### config.mk
export PLATFORM = sky130hd
export DESIGN_NAME = sram_bank_sequencer
export DESIGN_NICKNAME = d
export VERILOG_FILES = /design/src/rtl/sram_bank_sequencer.sv
export SDC_FILE = /design/constraint.sdc
export NUM_CORES = 1
export LEC_CHECK = 0
export ABC_AREA = 1
export CORE_MARGIN = 2
export CORE_UTILIZATION = 45
export DETAILED_ROUTE_END_ITERATION = 16
export PLACE_DENSITY = 0.84
export SLEW_MARGIN = 30
export SYNTH_ARGS = -nofsm -noshare
export SYNTH_HDL_FRONTEND = slang
export SYNTH_SLANG_ARGS = --single-unit
### constraint.sdc
create_clock -name clk -period 1.9 [get_ports clk]
set_input_delay 0.38 -clock clk [delete_from_list [all_inputs] [get_ports clk]]
set_output_delay 0.38 -clock clk [all_outputs]
set_load 0.01 [all_outputs]
### src/rtl/sram_bank_sequencer.sv
// Request front-end for the 2-port SRAM bank: replays each accepted request onto the bank pins on Bennett phase boundaries.
// Read-capture path (rd_a/rd_b/rd_valid) is compiled in only when SRAM_SEQ_READBACK_EN is defined.
//
// state  | meaning
// IDLE   | no transaction; pending entry launches on the ph 1->2 edge
// ADDR   | Addr_A/Addr_B driven (ph 2..3)
// DATA   | in_data driven (ph 4..5)
// CTRL   | RegWrtBar (write) or ReadEn (read) high (ph 6..7)
// EN     | WriteEn pulse for writes, ReadEn released (ph 8)
// HOLD   | enables released (ph 9)
// RAMPDN | ramp-down half; RegWrtBar drops at ph 2*WIDTH-7 (ph 10..2*WIDTH-1)
module sram_bank_sequencer #(
    parameter int WIDTH  = 10,
    parameter int ADDR_W = 5,
    parameter int DATA_W = 16
) (
    input  logic              clk,
    input  logic              reset,
    input  logic              cyc_start,
    input  logic              req_valid,
    output logic              req_ready,
    input  logic              req_we,
    input  logic [ADDR_W-1:0] req_addr_a,
    input  logic [ADDR_W-1:0] req_addr_b,
    input  logic [DATA_W-1:0] req_data,
    output logic [ADDR_W-1:0] Addr_A,
    output logic [ADDR_W-1:0] Addr_B,
    output logic [DATA_W-1:0] in_data,
    output logic              RegWrtBar,
    output logic              WriteEn,
    output logic              ReadEn,
    input  logic [DATA_W-1:0] outA,
    input  logic [DATA_W-1:0] outB,
    output logic [DATA_W-1:0] rd_a,
    output logic [DATA_W-1:0] rd_b,
    output logic              rd_valid,
    output logic              busy,
    output logic              abort
);
    localparam int NPH  = 2 * WIDTH;
    localparam int PH_W = $clog2(NPH);
    localparam logic [PH_W-1:0] PH_LAST    = PH_W'(NPH - 1);
    localparam logic [PH_W-1:0] PH_RWB_OFF = PH_W'(NPH - 7);
    localparam logic [PH_W-1:0] PH_CAPT    = PH_W'(WIDTH - 1);

    typedef enum logic [2:0] {IDLE, ADDR, DATA, CTRL, EN, HOLD, RAMPDN} state_t;

    state_t            state;
    logic [PH_W-1:0]   ph;
    logic [PH_W-1:0]   ph_nxt;
    logic              pend;
    logic              buf_we;
    logic [ADDR_W-1:0] buf_a;
    logic [ADDR_W-1:0] buf_b;
    logic [DATA_W-1:0] buf_data;
    logic              act_we;
    logic [DATA_W-1:0] act_data;
    logic              handshake;
    logic              launch;
    logic              resync;

    always_comb begin
        if (cyc_start)
            ph_nxt = PH_W'(1);
        else if (ph == PH_LAST)
            ph_nxt = '0;
        else
            ph_nxt = ph + PH_W'(1);
    end

    assign req_ready = ~pend;
    assign handshake = req_valid & ~pend;
    assign launch    = pend & (state == IDLE) & (ph_nxt == PH_W'(2));
    assign resync    = cyc_start & busy & (ph != PH_LAST);

    always_ff @(posedge clk) begin
        if (reset)
            ph <= '0;
        else
            ph <= ph_nxt;
    end

    always_ff @(posedge clk) begin
        if (reset) begin
            state     <= IDLE;
            pend      <= 1'b0;
            buf_we    <= 1'b0;
            buf_a     <= '0;
            buf_b     <= '0;
            buf_data  <= '0;
            act_we    <= 1'b0;
            act_data  <= '0;
            Addr_A    <= '0;
            Addr_B    <= '0;
            in_data   <= '0;
            RegWrtBar <= 1'b0;
            WriteEn   <= 1'b0;
            ReadEn    <= 1'b0;
            busy      <= 1'b0;
            abort     <= 1'b0;
        end else begin
            abort <= 1'b0;
            if (handshake) begin
                pend     <= 1'b1;
                buf_we   <= req_we;
                buf_a    <= req_addr_a;
                buf_b    <= req_addr_b;
                buf_data <= req_data;
            end
            // A resync kills the active transaction but leaves the pending entry alone.
            if (resync) begin
                state     <= IDLE;
                busy      <= 1'b0;
                RegWrtBar <= 1'b0;
                WriteEn   <= 1'b0;
                ReadEn    <= 1'b0;
                abort     <= 1'b1;
            end else begin
                case (state)
                    IDLE: if (launch) begin
                        state    <= ADDR;
                        busy     <= 1'b1;
                        pend     <= 1'b0;
                        Addr_A   <= buf_a;
                        Addr_B   <= buf_b;
                        act_we   <= buf_we;
                        act_data <= buf_data;
                    end
                    ADDR: if (ph_nxt == PH_W'(4)) begin
                        state   <= DATA;
                        in_data <= act_data;
                    end
                    DATA: if (ph_nxt == PH_W'(6)) begin
                        state <= CTRL;
                        if (act_we)
                            RegWrtBar <= 1'b1;
                        else
                            ReadEn <= 1'b1;
                    end
                    CTRL: if (ph_nxt == PH_W'(8)) begin
                        state  <= EN;
                        ReadEn <= 1'b0;
                        if (act_we)
                            WriteEn <= 1'b1;
                    end
                    EN: if (ph_nxt == PH_W'(9)) begin
                        state   <= HOLD;
                        WriteEn <= 1'b0;
                    end
                    HOLD: if (ph_nxt == PH_W'(10))
                        state <= RAMPDN;
                    RAMPDN: begin
                        if (ph_nxt == PH_RWB_OFF)
                            RegWrtBar <= 1'b0;
                        if (ph == PH_LAST) begin
                            state     <= IDLE;
                            busy      <= 1'b0;
                            RegWrtBar <= 1'b0;
                        end
                    end
                    default: state <= IDLE;
                endcase
            end
        end
    end

`ifdef SRAM_SEQ_READBACK_EN
    always_ff @(posedge clk) begin
        if (reset) begin
            rd_a     <= '0;
            rd_b     <= '0;
            rd_valid <= 1'b0;
        end else begin
            rd_valid <= 1'b0;
            if (busy && !resync && !act_we && ph_nxt == PH_CAPT) begin
                rd_a     <= outA;
                rd_b     <= outB;
                rd_valid <= 1'b1;
            end
        end
    end
`else
    logic unused_rd;
    assign unused_rd = ^{outA, outB};
    assign rd_a      = '0;
    assign rd_b      = '0;
    assign rd_valid  = 1'b0;
`endif

endmodule

==> flow_summary.yaml <==
power:
  p_int_w: 0.00267
  netSwitchingFraction_pct: 31.0
  p_comb_share_pct: 18.7
  p_leak_nw: 1.85
  power.switching_w: 0.00120
  p_seq_share_pct: 49.7
  power_frac_clock_pct: 31.6
  ir_drop_uv: 455
  power_density_nw_per_um2: 850
logic_synthesis:
  syn_area_um2: 3570
  ys_seq_elements: 84
  synthCells: 477
  synth-seq-area-share_pct: 47.0
  synth_cell_type_count: 29
  synth_area_per_cell_um2: 7.49
  yosys_warnings: 0
placement:
  numPortBuffers: 62
  dp_hpwl_um: 5210
  place_inst: 638
  routabilityCongestion: 0.823
worst_setup_path:
  crit_type: "register to register"
  slowest_stage: "dfxtp_4"
  critPathCapture: "in_data[5]"
  reg2reg_from: "ph[0]"
  r2r_end: "in_data[5]"
  slowest_delay_ps: 380
  path_cells: "ha_4 -> nand2_1 -> clkinv_1 -> nand2_4 -> nand2_4 -> nand3_2 -> nor2_4 -> buf_4 -> nand3_2 -> buf_12 -> o21ai_0 -> a21oi_1"
  critPathArrivalTime_ps: 2060
  startpoint_type: "register"
  startpoint: "ph[0]"
  path_max_fanout: 27
  crit_family: "simple AND/OR/NAND/NOR gates"
  worstRegToRegCells: 12
  critPathCaptureType: "register"
  path_depth: 12
  ff2ff_setup_slack_ps: 90
  crit_buf_inv: 3
  crit_required_ps: 2150
layout:
  final_util_pct: 58.9
  num-nets-final: 615
  area_growth_pct: 27.2
  final_cell_count_no_fill: 658
  regArea_um2: 1690
  layout-drive-gt1-share_pct: 12.9
  diodes: 0
  multiInputGateArea_um2: 1570
  fillers: 698
timing:
  hold_violations: 0
  setup_viol: 0
  max_freq_ghz: 0.552
  fin_crit_sh_pct: 95.4
  fin_crit_ps: 1810
  skew_ps: 6.69
  drv_slew: 0
  rsz0062_at_grt: "true"
grt:
  first_global_vias: 2793
  antenna_found_initial: 0
  grt_max_degree: 71
  grt_pass1_wl_um: 12400
  gr-total-overflow: 0
  grt_use_total_pct: 17.7
cts:
  path_clk_slew_ps: 90
  htreeDepth: 3
  postCtsHoldBufs: 0
  cts_tree: "yes"
  root_buffer: "clkbuf_8"
  clock_sinks: 84
  clockBufferDepth: 2
  clk_latency_ps: 360
  cts_buffers: 9
status:
  status: "finished clean"
run:
  maxCapViolations: 0
drt:
  avgViaCountPerCell: 4.70
  wirelength_um: 7530
  wl_per_cell_um: 11.4
  route.vias.total: 3091
  firstDrtPassIters: 5
  drc: 0
  drt_iter0_drc: 227
  ant_nets: 0
floorplan:
  rows: 32
  ios: 128
  dieHeight_um: 93.1
  initial_core_util_pct: 46.3
  die_width_um: 93.1
  die_area_um2: 8670
  core-area_um2: 7730
hold_path:
  hold_class: "register to register"
==> cell usage after synthesis, drive strengths merged <==
master  instances  area share [%]
a21oi          22             3.1
inv            36             3.8
nor3            4            0.56
nor4            1            0.18
nand4           3            0.53
o21bai          1            0.21
dfxtp          84              47
conb            1            0.10
ha              1            0.35
buf            39             7.9
nand2          41             5.0
a221oi          1            0.25
clkinv          3            0.31
clkbuf         14             1.5
o21ai          74              10
nor2          141              16
nand3          10             2.2
a211oi          1            0.21
==> worst min path at each step <==
| stage | slack [ps] | depth (start not counted) | endpoint | from |
|---|---|---|---|---|
| finish | 450 | 2 | in_data[6] | in_data[6] |
| global route | 470 | 2 | in_data[4] | in_data[4] |
| CTS | 450 | 2 | in_data[6] | in_data[6] |
| detailed placement | 430 | 2 | in_data[6] | in_data[6] |
| global placement | 430 | 2 | in_data[6] | in_data[6] |
| floorplan | 450 | 2 | act_data[0] | act_data[0] |
==> worst min-delay path, stage by stage, from the launching register on <==
cell	delay, ps
dfxtp_1	320
inv_1	40
a21oi_1	50
==> power by group through the flow <==
stage                     clock network, W  registers (W)  logic, W
after CTS                          0.00124        0.00192  0.000688
final                              0.00122        0.00192  0.000721
after detailed placement                 0        0.00196  0.000677
after global placement                   0        0.00196  0.000652
after global routing               0.00132        0.00194  0.000815
after floorplan                          0        0.00196  0.000504
==> stage by stage <==
step	hold slack (ps)	worst slack, ps	total power (W)	TNS [ps]	cell area, um2
2_1_floorplan	450	188	0.00246	0	3690
3_3_place_gp	432	-107	0.00261	-3200	4280
3_5_place_dp	434	-191	0.00264	-5480	4280
4_1_cts	448	6.86	0.00385	0	4480
5_1_grt	467	-17.5	0.00408	-24.7	4550
6_report	447	87.7	0.00387	0	4550
==> cell usage in the layout (no fill, tap or decap), drive strengths merged <==
cell / Yosys / layout
clkdlybuf4s50: 0 / 62
clkinv: 3 / 3
dfxtp: 84 / 84
nand4: 3 / 3
nor4: 1 / 1
nor3: 4 / 4
a21oi: 22 / 22
nand2: 41 / 41
ha: 1 / 1
conb: 1 / 33
inv: 36 / 42
nand3: 10 / 10
clkinvlp: 0 / 1
o21bai: 1 / 1
a221oi: 1 / 1
o21ai: 74 / 74
buf: 39 / 22
clkbuf: 14 / 9
a211oi: 1 / 1
nor2: 141 / 141
==> registers in the layout (all words and copies together) (netlist names), 3 cells and up <==
register and cells:
Addr_B 5, buf_data 16, ph 5, buf_b 5, state 3, buf_a 5, Addr_A 5, act_data 16
in_data 16
==> area by class of cell <==
class / count / share of cell area [%]
Sequential cell: 84 / 37.1
Multi-Input combinational cell: 333 / 34.5
Timing Repair Buffer: 84 / 18.1
Inverter: 39 / 3.27
Tap cell: 102 / 2.81
Clock buffer: 9 / 2.72
Clock inverter: 7 / 1.43
==> routing by layer <==
layer | vias to the layer above | track usage, % | part of all wire, %
met5 | - | 0 | 0
met4 | 0 | 7.11 | 1.6
met3 | 15 | 3.63 | 5.8
met2 | 102 | 30.3 | 49
met1 | 1370 | 21.8 | 43
li1 | 1604 | - | -
==> cells by family (layout without fill, tap and decap cells) <==
group,count (synthesis),after routing,synth area share (%)
AND/OR/NAND/NOR,200,200,24.9
AO/OA/AOI/OAI,99,99,14.1
buffers and inverters,92,139,13.5
flip-flops,84,84,47.0
adder cells (fa/ha/maj),1,1,0.350
other,1,33,0.105
==> what timing repair did <==
action / 4_1_cts / 5_1_grt
gates resized for setup: 3 / 14
buffers inserted: 0 / 4
endpoints found under the setup margin: 31 / 20
pin swaps: 1 / 6
Note: power is estimated with default switching activity, not from simulation.
